## src/rtl/ppu_line_doubler_if.sv

```systemverilog
// Pixel-side bus of the PPU line doubler: PPU write port, VGA read request and
// the scan-converted output. dbg_state mirrors the controller state for checkers.
interface ppu_line_doubler_if #(
  parameter int PIX_W = 6
);
  logic             ppu_pix_valid;
  logic [7:0]       ppu_x;
  logic [8:0]       ppu_y;
  logic [PIX_W-1:0] ppu_pix;
  logic             vga_pix_en;
  logic [9:0]       draw_x;
  logic [9:0]       draw_y;
  logic [PIX_W-1:0] pix_out;
  logic             pix_active;
  logic             underrun;
  logic [7:0]       underrun_cnt;
  logic [1:0]       dbg_state;

  // Strobe semantics, no back-pressure: ppu_pix_valid and vga_pix_en are each
  // valid for exactly one cycle per pixel and are always accepted.
  modport master (
    output ppu_pix_valid, ppu_x, ppu_y, ppu_pix, vga_pix_en, draw_x, draw_y,
    input  pix_out, pix_active, underrun, underrun_cnt, dbg_state
  );

  modport slave (
    input  ppu_pix_valid, ppu_x, ppu_y, ppu_pix, vga_pix_en, draw_x, draw_y,
    output pix_out, pix_active, underrun, underrun_cnt, dbg_state
  );
endinterface

```

## src/rtl/ppu_line_doubler.sv

```systemverilog
// Ping-pong line buffer that replays each 256-pixel PPU line twice, each pixel
// twice, as a 512x480 window in 640x480 VGA timing, with stale-line detection.
module ppu_line_doubler #(
  parameter int LINE_W = 256,
  parameter int LINES = 240,
  parameter int H_OFFSET = 64,
  parameter int PIX_W = 6,
  parameter logic [PIX_W-1:0] BACKDROP = PIX_W'('h0F)
) (
  input  logic              Clk,
  input  logic              reset_rtl_0,
  ppu_line_doubler_if.slave bus
);

  localparam logic [9:0] WIN_X0    = 10'(H_OFFSET);
  localparam logic [9:0] WIN_X1    = 10'(H_OFFSET + 2 * LINE_W);
  localparam logic [9:0] WIN_ROWS  = 10'(2 * LINES);
  localparam logic [8:0] NUM_LINES = 9'(LINES);
  localparam logic [7:0] LAST_X    = 8'(LINE_W - 1);

  typedef enum logic [1:0] {
    WAIT_FRAME = 2'd0,
    FILL       = 2'd1,
    RUN        = 2'd2
  } state_t;

  logic [PIX_W-1:0] mem [2*LINE_W];

  state_t           state_q, state_d;
  logic [1:0]       bank_valid_q, bank_valid_d;
  logic [1:0][8:0]  line_tag_q, line_tag_d;
  logic             line_ok_q, line_ok_d;
  logic             underrun_q, underrun_d;
  logic [7:0]       underrun_cnt_q, underrun_cnt_d;
  logic             s1_vld_q, s1_vld_d;
  logic             s1_win_q, s1_win_d;
  logic             s1_stale_q, s1_stale_d;
  logic             s1_run_q, s1_run_d;
  logic [8:0]       s1_addr_q, s1_addr_d;
  logic [PIX_W-1:0] pix_out_q, pix_out_d;
  logic             pix_active_q, pix_active_d;

  logic             wr_en;
  logic             in_win;
  logic [7:0]       src_x;
  logic [8:0]       src_y;
  logic             rd_bank;
  logic             row_start;
  logic             line_chk;
  logic             line_ok_now;
  logic [PIX_W-1:0] rd_data;

  assign wr_en     = bus.ppu_pix_valid && (bus.ppu_y < NUM_LINES);
  assign in_win    = (bus.draw_x >= WIN_X0) && (bus.draw_x < WIN_X1) && (bus.draw_y < WIN_ROWS);
  assign src_x     = 8'((bus.draw_x - WIN_X0) >> 1);
  assign src_y     = bus.draw_y[9:1];
  assign rd_bank   = src_y[0];
  assign row_start = bus.vga_pix_en && (bus.draw_x == WIN_X0) &&
                     (bus.draw_y < WIN_ROWS) && (state_q == RUN);
  assign line_chk  = bank_valid_q[rd_bank] && (line_tag_q[rd_bank] == src_y);
  // The first window pixel of a row already uses the freshly evaluated verdict.
  assign line_ok_now = row_start ? line_chk : line_ok_q;

  // Registered address feeds the array; the output register captures the value
  // before any write on the same edge, so collisions return the old pixel.
  assign rd_data = mem[s1_addr_q];

  always_ff @(posedge Clk) begin
    if (wr_en) begin
      mem[{bus.ppu_y[0], bus.ppu_x}] <= bus.ppu_pix;
    end
  end

  always_comb begin
    state_d        = state_q;
    bank_valid_d   = bank_valid_q;
    line_tag_d     = line_tag_q;
    line_ok_d      = line_ok_now;
    underrun_d     = underrun_q;
    underrun_cnt_d = underrun_cnt_q;
    s1_vld_d       = bus.vga_pix_en;
    s1_win_d       = in_win;
    s1_stale_d     = !line_ok_now;
    s1_run_d       = (state_q == RUN);
    s1_addr_d      = {rd_bank, src_x};
    pix_out_d      = pix_out_q;
    pix_active_d   = pix_active_q;

    if (wr_en) begin
      if (bus.ppu_x == 8'd0) begin
        bank_valid_d[bus.ppu_y[0]] = 1'b0;
      end
      if (bus.ppu_x == LAST_X) begin
        bank_valid_d[bus.ppu_y[0]] = 1'b1;
        line_tag_d[bus.ppu_y[0]]   = bus.ppu_y;
      end
    end

    case (state_q)
      WAIT_FRAME: if (bus.ppu_pix_valid && bus.ppu_x == 8'd0 && bus.ppu_y == 9'd0) state_d = FILL;
      FILL:       if (wr_en && bus.ppu_x == LAST_X && bus.ppu_y == 9'd0) state_d = RUN;
      RUN:        state_d = RUN;
      default:    state_d = WAIT_FRAME;
    endcase

    // Only the first replay of a source line counts, so each stale line counts once.
    if (row_start && !line_chk && !bus.draw_y[0]) begin
      underrun_d = 1'b1;
      if (underrun_cnt_q != 8'hFF) begin
        underrun_cnt_d = underrun_cnt_q + 8'd1;
      end
    end

    if (s1_vld_q) begin
      pix_out_d    = '0;
      pix_active_d = 1'b0;
      if (s1_run_q && s1_win_q) begin
        pix_active_d = 1'b1;
        pix_out_d    = s1_stale_q ? BACKDROP : rd_data;
      end
    end
  end

  always_ff @(posedge Clk) begin
    if (reset_rtl_0) begin
      state_q        <= WAIT_FRAME;
      bank_valid_q   <= 2'b00;
      line_tag_q     <= '0;
      line_ok_q      <= 1'b0;
      underrun_q     <= 1'b0;
      underrun_cnt_q <= 8'd0;
      s1_vld_q       <= 1'b0;
      s1_win_q       <= 1'b0;
      s1_stale_q     <= 1'b0;
      s1_run_q       <= 1'b0;
      s1_addr_q      <= 9'd0;
      pix_out_q      <= '0;
      pix_active_q   <= 1'b0;
    end else begin
      state_q        <= state_d;
      bank_valid_q   <= bank_valid_d;
      line_tag_q     <= line_tag_d;
      line_ok_q      <= line_ok_d;
      underrun_q     <= underrun_d;
      underrun_cnt_q <= underrun_cnt_d;
      s1_vld_q       <= s1_vld_d;
      s1_win_q       <= s1_win_d;
      s1_stale_q     <= s1_stale_d;
      s1_run_q       <= s1_run_d;
      s1_addr_q      <= s1_addr_d;
      pix_out_q      <= pix_out_d;
      pix_active_q   <= pix_active_d;
    end
  end

  assign bus.pix_out      = pix_out_q;
  assign bus.pix_active   = pix_active_q;
  assign bus.underrun     = underrun_q;
  assign bus.underrun_cnt = underrun_cnt_q;
  assign bus.dbg_state    = state_q;

endmodule

```

## src/flat_wrapper.sv

```systemverilog
// flat-port wrapper written by rule: the top's interface ports become plain ports
module ppu_line_doubler_flat 
#(
  parameter int LINE_W = 256,
  parameter int LINES = 240,
  parameter int H_OFFSET = 64,
  parameter int PIX_W = 6,
  parameter logic [PIX_W-1:0] BACKDROP = PIX_W'('h0F)
)
  (Clk, reset_rtl_0, bus_ppu_pix_valid, bus_ppu_x, bus_ppu_y, bus_ppu_pix, bus_vga_pix_en, bus_draw_x, bus_draw_y, bus_pix_out, bus_pix_active, bus_underrun, bus_underrun_cnt, bus_dbg_state);
  ppu_line_doubler_if #(.PIX_W(PIX_W)) bus_i ();
  input  logic Clk;
  input  logic reset_rtl_0;
  input wire logic [$bits(bus_i.ppu_pix_valid)-1:0] bus_ppu_pix_valid;
  input wire logic [$bits(bus_i.ppu_x)-1:0] bus_ppu_x;
  input wire logic [$bits(bus_i.ppu_y)-1:0] bus_ppu_y;
  input wire logic [$bits(bus_i.ppu_pix)-1:0] bus_ppu_pix;
  input wire logic [$bits(bus_i.vga_pix_en)-1:0] bus_vga_pix_en;
  input wire logic [$bits(bus_i.draw_x)-1:0] bus_draw_x;
  input wire logic [$bits(bus_i.draw_y)-1:0] bus_draw_y;
  output wire logic [$bits(bus_i.pix_out)-1:0] bus_pix_out;
  output wire logic [$bits(bus_i.pix_active)-1:0] bus_pix_active;
  output wire logic [$bits(bus_i.underrun)-1:0] bus_underrun;
  output wire logic [$bits(bus_i.underrun_cnt)-1:0] bus_underrun_cnt;
  output wire logic [$bits(bus_i.dbg_state)-1:0] bus_dbg_state;
  assign bus_i.ppu_pix_valid = bus_ppu_pix_valid;
  assign bus_i.ppu_x = bus_ppu_x;
  assign bus_i.ppu_y = bus_ppu_y;
  assign bus_i.ppu_pix = bus_ppu_pix;
  assign bus_i.vga_pix_en = bus_vga_pix_en;
  assign bus_i.draw_x = bus_draw_x;
  assign bus_i.draw_y = bus_draw_y;
  assign bus_pix_out = bus_i.pix_out;
  assign bus_pix_active = bus_i.pix_active;
  assign bus_underrun = bus_i.underrun;
  assign bus_underrun_cnt = bus_i.underrun_cnt;
  assign bus_dbg_state = bus_i.dbg_state;
  ppu_line_doubler #(.LINE_W(LINE_W), .LINES(LINES), .H_OFFSET(H_OFFSET), .PIX_W(PIX_W), .BACKDROP(BACKDROP)) u_core (.Clk(Clk), .reset_rtl_0(reset_rtl_0), .bus(bus_i));
endmodule
```

## config.mk

```make
export PLATFORM = sky130hd
export DESIGN_NAME = ppu_line_doubler_flat
export DESIGN_NICKNAME = d
export VERILOG_FILES = /design/src/rtl/ppu_line_doubler_if.sv /design/src/rtl/ppu_line_doubler.sv /design/src/flat_wrapper.sv
export SDC_FILE = /design/constraint.sdc
export NUM_CORES = 2
export LEC_CHECK = 0
export ABC_AREA = 0
export BUFFER_PORTS_ARGS = -buffer_cell sky130_fd_sc_hd__buf_2
export CORE_MARGIN = 3
export CORE_UTILIZATION = 57
export DETAILED_ROUTE_END_ITERATION = 16
export PLACE_DENSITY = 0.74
export REMOVE_ABC_BUFFERS = 1
export SKIP_LAST_GASP = 1
export SYNTH_ARGS = -nofsm -noshare
export SYNTH_HDL_FRONTEND = slang
export SYNTH_SLANG_ARGS = --single-unit
```

## constraint.sdc

```tcl
create_clock -name Clk -period 2.4 [get_ports Clk]
set_clock_uncertainty 0.1 [all_clocks]
set_input_delay 0.24 -clock Clk [delete_from_list [all_inputs] [get_ports Clk]]
set_output_delay 0.24 -clock Clk [all_outputs]
set_load 0.01 [all_outputs]
```

==> flow_metrics.tcl <==
set metrics [dict create \
    start_kind "register" \
    rsz0062_at_grt "true" \
    synth.top_cells.by_count "3072 x edfxtp_1, 657 x mux4_2, 600 x nor2_1" \
    grt_pass1_wl_um 540400 \
    failed_checks "negative setup slack" \
    start_util 0.5738 \
    dp_hpwl_um 241800 \
    antenna_found_initial 20 \
    io_pins 65 \
    synth_top_family_by_area "multiplexers" \
    period_minus_slack_ns 3.476 \
    placedInstanceArea_sq_um 136800 \
    crit_required_ns 3.08 \
    max_slew.worst_pin.slew_ns 0.8715 \
    synthCells 6207 \
    cap_violations 0 \
    synth_seq_cells 3124 \
    peakVddDrop_mv 0.8363 \
    drt_pass1_iterations 8 \
    finalInstanceArea_sq_um 149300 \
    muxShareOfSynthArea 0.1482 \
    vias_per_cell 6.877 \
    core_sq_um 214800 \
    synth_largest_area_cell "edfxtp_1" \
    synth-seq-area-share 0.7569 \
    die_area_sq_um 221900 \
    ys_warn_count 0 \
    criticalPathCategory "register to register" \
    cts_buffer_depth 4 \
    rows 170 \
    setup_viol 6 \
    wire_per_inst_um 35.56 \
    drc 0 \
    hold_class "primary input to register" \
    power.density_nw_per_um2 774.4 \
    place.gp.congestion 0.9778 \
    cts-root-buf "clkbuf_16" \
    synth_edf_count 3072 \
    final_hold_viol_count 0 \
    synth.area.top_cells "edfxtp_1 75%, mux4_2 12%, mux2i_1 2.2%" \
    fin_crit_sh 1.448 \
    cp_max_fo 9 \
    async_flop_share 0 \
    grt_usage 0.3433 \
    cts_sinks 3124 \
    fin_util 0.6948 \
    ys_types 92 \
    slew_viol_final 0 \
    cts_tree "built" \
    ant_nets 0 \
    synthFlopType "edfxtp_1" \
    clk_latency_ns 0.97 \
    leakagePower_nw 49.10 \
    route.vias.total 73630 \
    nets 7685 \
    drt_iter0_drc 12820 \
    yosys.area.top_type_share 0.7484 \
    synth_compound_area_frac 0.03102 \
    htree_num_levels 5 \
    end_kind "register" \
    wirelength_um 380700 \
    grt_max_degree 121 \
    syn_area_per_cell_sq_um 19.86 \
    synthSimpleGateAreaFrac 0.03986 \
    slew_headroom 0.4169 \
    setup_tns_ns -5.404 \
    fmax_mhz 287.7 \
    status "complete, but fails checks" \
    synth.most_common_cell "edfxtp_1" \
    cts_buffers 316 \
    clk_pin_slew_ns 0.06 \
    grt_pass1_vias 73350 \
    synthXorXnorAreaFrac 0.001066 \
    synthAdderAreaFrac 0.0007106 \
    grt-ovfl-total 0 \
    die_w_um 471.0 \
    drive_gt1_frac 0.3470 \
    arrival_ns 4.16 \
    area_growth_pct 21.09 \
    portBuffers 64 \
    synthesis.area_sq_um 123300 \
    chipHeight_um 471.0 \
    finalWorstSetupSlack_ns -1.076 \
]
## logic make-up after synthesis
family          after synthesis
simple gates               1133
flops                      3124
xor+xnor                     15
mux                         977
compound gates              535
fa+ha+maj                     7
buf+inv                     416
## state kept, by name (all words and copies together) (netlist names), named ones only
signal	flops
u_core.bus.underrun_cnt	8
u_core.bus.underrun	1
u_core.bus.dbg_state	2
u_core.line_tag_q	18
u_core.bus.pix_out	6
u_core.s1_win_q	1
u_core.line_ok_q	1
u_core.mem	3072
u_core.s1_run_q	1
u_core.s1_vld_q	1
u_core.s1_stale_q	1
u_core.bus.pix_active	1
## final timing paths
check / startpoint / endpoint / slack (ns) / depth (start not counted)
setup / recovery: register / u_core.bus.pix_out[3] / -1.08 / 13
hold / removal: bus_draw_x[9] / u_core.s1_stale_q / 0.11 / 7
setup reg to reg: register / u_core.bus.pix_out[3] / -1.08 / 13
hold reg to reg: u_core.line_tag_q[13] / u_core.line_tag_q[13] / 0.36 / 2
## placed cells by master (no fill, tap or decap), types with 62 or more instances in the layout
master / instances
a21oi_1: 83
buf_12: 183
buf_4: 1145
clkbuf_16: 324
edfxtp_1: 3072
mux2i_1: 260
mux4_2: 658
nand2_1: 236
nor2_1: 595
o221ai_1: 62
o22ai_1: 73
## routing by layer
layer	track usage	wire length, um	vias to the layer above
li1	-	-	28340
met2	0.5135	173200	6741
met1	0.4565	128700	37240
met4	0.1841	24490	12
met5	0	84	-
met3	0.1069	54290	1298
## worst max-delay path, stage by stage, from the launching register on
cell      delay (ns)
dfxtp_4         0.36
buf_12          0.16
buf_12          0.15
buf_6           0.16
buf_12          0.15
mux2i_2         0.26
o22ai_2         0.14
buf_4           0.15
o22ai_1         0.24
o41a_1          0.21
nand4_1         0.31
buf_4           0.28
a221oi_4        0.47
o221ai_1        0.17
## metrics by stage
stage,total power (W),instances,setup WS (ns),hold WS (ns)
global route,0.1177,10690,-1.123,0.09878
finish,0.1156,10710,-1.076,0.1064
detailed placement,0.06792,10030,-1.355,0.3491
CTS,0.1153,10680,-0.8749,0.03260
floorplan,0.06635,5811,-34.07,0.2067
global placement,0.06779,10030,-1.319,0.3315
## cell type report
class,instances,area (sq um)
Sequential cell,3124,93310
Fill cell,12480,65570
Multi-Input combinational cell,2667,28040
Timing Repair Buffer,1502,14390
Clock buffer,383,8359
Tap cell,2838,3551
Clock inverter,152,1468
Inverter,20,87.58
Antenna cell,21,52.55
## report_power, final
group          switching (W)  total (W)  internal, W
logic                0.00458    0.00764      0.00306
registers          0.0000629     0.0600       0.0599
clock network         0.0204     0.0480       0.0276
## repair_timing
action | 4_1_cts | 5_1_grt
hold buffers | 62 | 0
endpoints found under the hold margin | 2430 | 0
gates resized for setup | 160 | 41
cloned | 16 | 0
pin swaps | 32 | 11
buffers inserted | 43 | 8
endpoints found under the setup margin | 6 | 22
(Power assumes the default switching activity.)
